==> src/rtl/nios_base_sysid_timeout.sv <==
// Per-transaction cycle counter with synchronous clear.
// Ports: clock, reset_n, clr_i, en_i in; expire_o out.
module nios_base_sysid_timeout #(
   parameter int unsigned LIMIT = 255
) (
   input  logic clock,
   input  logic reset_n,
   input  logic clr_i,
   input  logic en_i,
   output logic expire_o
);

   localparam int unsigned CW = $clog2(LIMIT + 1);
   localparam logic [CW-1:0] LAST = CW'(LIMIT - 1);

   logic [CW-1:0] cnt_q;
   logic [CW-1:0] cnt_d;

   // Saturates at LAST: an expiry is acted on the same
   // cycle, so the count never needs to go further.
   always_comb begin
      cnt_d = cnt_q;
      if (clr_i)
         cnt_d = '0;
      else if (en_i && cnt_q != LAST)
         cnt_d = cnt_q + 1'b1;
   end

   always_ff @(posedge clock) begin
      if (!reset_n)
         cnt_q <= '0;
      else
         cnt_q <= cnt_d;
   end

   // High during the LIMIT-th counted cycle of a transaction.
   assign expire_o = en_i && (cnt_q == LAST);

endmodule

==> config.mk <==
export PLATFORM = sky130hd
export DESIGN_NAME = nios_base_sysid_timeout
export DESIGN_NICKNAME = d
export VERILOG_FILES = /design/src/rtl/nios_base_sysid_timeout.sv
export SDC_FILE = /design/constraint.sdc
export NUM_CORES = 1
export LEC_CHECK = 0
export BUFFER_PORTS_ARGS = -buffer_cell sky130_fd_sc_hd__clkbuf_2
export CAP_MARGIN = 10
export CORE_AREA = 2 2 39 41
export DETAILED_ROUTE_END_ITERATION = 10
export DIE_AREA = 0 0 41 43
export GPL_TIMING_DRIVEN = 1
export PLACE_DENSITY = 0.48
export SETUP_SLACK_MARGIN = 0.4
export SLEW_MARGIN = 0
export SYNTH_ARGS = -nofsm -noshare
export SYNTH_HDL_FRONTEND = slang
export SYNTH_SLANG_ARGS = --single-unit
==> constraint.sdc <==
create_clock -name clock -period 2.2 [get_ports clock]
set_input_delay 0.44 -clock clock [delete_from_list [all_inputs] [get_ports clock]]
set_output_delay 0.44 -clock clock [all_outputs]
set_load 0.03 [all_outputs]
==> summary.txt <==
Run status
  • Status: complete, no violations

Worst setup path
  • Critical-path top delay cell: dfxtp_2
  • Critical Path Max Stage Delay: 0.33 ns
  • Crit. End Element: output pin
  • Crit path required time: 1.76 ns
  • CP Class: reg -> out
  • Worst r2r path cells: 6
  • WP data arrival: 1.32 ns
  • CP startpoint kind: register
  • Critical path cell sequence: inv_2 -> ha_2 -> and3_4 -> and3_1 -> clkbuf_8
  • Worst-path fanout max: 2

Global routing
  • GR Util met1: 17.86%
  • Largest net degree at the start of global routing: 9
  • Gr usage total: 14.10%
  • Grt met2 use: 19.06%
  • Met3 Use GR: 3.141%
  • Grt total ovfl: 0
  • First-pass GRT wire length: 1642 um
  • GR peak layer: met2
  • Initial antenna violation count: 0
  • Vias in the first global route: 394

Clocking
  • Number of buffers created by CTS: 3
  • CTS HTree Levels: 1
  • Maximum clock path buffer count: 2
  • Hold-fix buffers, CTS: 0
  • Clk Latency, worst-skew pair: 0.25 ns
  • CTS tree: done
  • Clk slew on worst S/H paths: 0.06 ns
  • Root Driver: clkbuf_4
  • CTS sink cnt: 8

Finish
  • Largest registers: cnt_q: 8 flops
  • Commonest non-fill, non-tap cell in the layout: nand2_1
  • Final instance area: 540.5 sq um
  • Largest register by flop count: cnt_q
  • Synth-to-layout area growth: 22.73%
  • Max FFs per register: 8
  • Commonest non-fill, non-tap cells in the layout: nand2_1 (7), dfxtp_1 (6), a21oi_1 (5), and3_1 (4), buf_4 (4)
  • Layout cell share with drive strength beyond 1: 30.00%
  • # diodes: 0
  • Nets: 68

Pwr
  • Switching power: 0.00006169 W
  • Combinational Power Share: 6.1%
  • Lkg Pwr: 0.2240 nW
  • Clock network power share: 40.9%
  • Pint: 0.0002167 W
  • Sequential cell fraction of total power: 53.0%
  • PwrDens: 515.1 nW/um^2
  • Net Sw Frac: 22.16%
  • Peak VDD IR: 0.2250 mV

Min path
  • Hold Path Depth: 2
  • Hold crit path type: reg -> reg

Timing
  • Final Cycle Share: 80.12%
  • Final Skew: 0.001857 ns
  • Final Hold Viols: 0
  • Final slew viol count: 0
  • Sum Neg Setup Slack: 0 ns
  • Tmin final: 1.763 ns
  • RSZ-0062 raised after global routing: false
  • F_max: 567.4 MHz
  • Worst slew pin tran: 0.4957 ns
  • Worst slew margin: 66.88%
  • Setup violations, final: 0

Placed design
  • Routability cong.: 0.6990
  • Dpl cell area: 476.7 sq um
  • Detailed Place HPWL: 642.2 um
  • Port buffer count: 4

Synthesis
  • Synth Register Bits: 8
  • Largest cells by area after synthesis: dfxtp_1 (36%), and3_1 (7.1%), nand2_1 (6.0%), a21oi_1 (5.7%), ha_1 (5.7%)
  • Post-synth top area share: 36.36%
  • Post-Syn Instances: 51
  • Adder-cell area share of the yosys netlist: 5.682%
  • Yosys top cell by area: dfxtp_1
  • Cell area after synthesis: 440.4 sq um
  • Compound-Gate Fraction of Synth Area: 19.32%
  • Post-synthesis simple-gate area fraction: 30.68%
  • Post-synthesis mux area share: 4.545%
  • Sequential cell area fraction in the yosys report: 36.36%
  • Yosys warnings: 0
  • Post-synth cell types: 23
  • Syn nets: 57
  • Largest family of logic cells by synthesized area: simple AND/OR/NAND/NOR gates
  • Syn_area_per_cell: 8.636 sq um
  • Post-synthesis xor/xnor area fraction: 0%

Floorplanning
  • Starting density of the core: 31.83%
  • Die Y: 43 um
  • Die ar.: 1763 sq um
  • IO Pins: 5
  • Horiz. Die Dim: 41 um
  • Rows: 14
  • Core area: 1384 sq um

Drt
  • Via count: 411
  • # DRC: 0
  • Detailed Routing Iterations Pass 1: 4
  • Drt wl/cell: 12.49 um
  • Final ANT Viol Nets: 0
  • Final wirelength: 949 um
  • Via density: 5.408
  • Initial drt markers: 7

Run
  • Number of max-cap violations: 0
power by group through the flow:
stage / sequential, W / clock (W) / combinational, W
after floorplan: 0.000151 / 0 / 0.00000879
after global placement: 0.000151 / 0 / 0.0000143
after detailed placement: 0.000151 / 0 / 0.0000142
after CTS: 0.000147 / 0.000113 / 0.0000163
after global routing: 0.000148 / 0.000122 / 0.0000189
final: 0.000148 / 0.000114 / 0.0000169
worst paths after layout:
kind                              start               endpoint  slack, ns
setup / recovery  cnt_q[0]$_SDFFE_PP0P_               expire_o       0.44
hold / removal    cnt_q[4]$_SDFFE_PP0P_  cnt_q[4]$_SDFFE_PP0P_       0.49
setup reg to reg  cnt_q[0]$_SDFFE_PP0P_  cnt_q[4]$_SDFFE_PP0P_       0.86
hold reg to reg   cnt_q[4]$_SDFFE_PP0P_  cnt_q[4]$_SDFFE_PP0P_       0.49
logic make-up (layout without fill, tap and decap cells):
logic type                 after synthesis  in the layout
adders and majority gates                2              2
AOI/OAI and AO/OA                       13             13
muxes                                    2              2
DFF                                      8              8
and+or+nand+nor                         23             23
buffers and inverters                    3             12
metal layers:
| layer | part of all wire (%) | vias up |
|---|---|---|
| li1 | - | 210 |
| met2 | 46 | 15 |
| met4 | 3.0 | 0 |
| met5 | 0 | - |
| met3 | 6.2 | 4 |
| met1 | 45 | 182 |
worst max-delay path: cells and delay by family (launching register included):
kind                       cells  cell delay (ns)
adders and majority gates      1             0.18
buffers and inverters          2             0.20
DFF                            1             0.33
and+or+nand+nor                2             0.36
synthesized netlist by cell type:
| library cell | instances |
|---|---|
| a21boi_2 | 1 |
| nand2_1 | 7 |
| nand4b_1 | 1 |
| clkbuf_1 | 1 |
| and4b_1 | 1 |
| nand4_1 | 2 |
| ha_1 | 2 |
| a211oi_1 | 2 |
| a21oi_1 | 5 |
| nand2b_1 | 2 |
| inv_1 | 1 |
| a31oi_1 | 1 |
| buf_4 | 1 |
| a311oi_1 | 1 |
| nor2b_1 | 2 |
| nor3_1 | 1 |
| o21ai_0 | 2 |
| and3_1 | 5 |
| mux2i_1 | 2 |
| and4_1 | 1 |
| or4_1 | 1 |
| a31o_2 | 1 |
| dfxtp_1 | 8 |
metrics by stage:
stage / std cells / hold WS [ns] / total power [W] / utilization [%] / worst slack, ns
6_report: 76 / 0.4858 / 0.0002784 / 39.06 / 0.4374
5_1_grt: 76 / 0.5096 / 0.0002881 / 39.06 / 0.4018
4_1_cts: 75 / 0.4861 / 0.0002772 / 38.52 / 0.4333
3_5_place_dp: 70 / 0.4794 / 0.0001651 / 34.45 / 0.4588
3_3_place_gp: 70 / 0.4828 / 0.0001651 / 34.45 / 0.4807
2_1_floorplan: 51 / 0.4486 / 0.0001593 / - / 0.6111
area by class of cell:
type	count	area [sq um]
Fill cell	150	843.3
Multi-Input combinational cell	40	272.8
Sequential cell	8	162.7
Timing Repair Buffer	8	58.81
Clock buffer	3	22.52
Tap cell	16	20.02
Inverter	1	3.754
what timing repair did:
| action | in CTS | in global routing |
|---|---|---|
| resized for setup | 7 | 1 |
| pin swaps | 0 | 0 |
| setup buffers | 2 | 1 |
| endpoints found under the setup margin | 1 | 1 |
No activity file was read; power rests on OpenSTA's default activity.
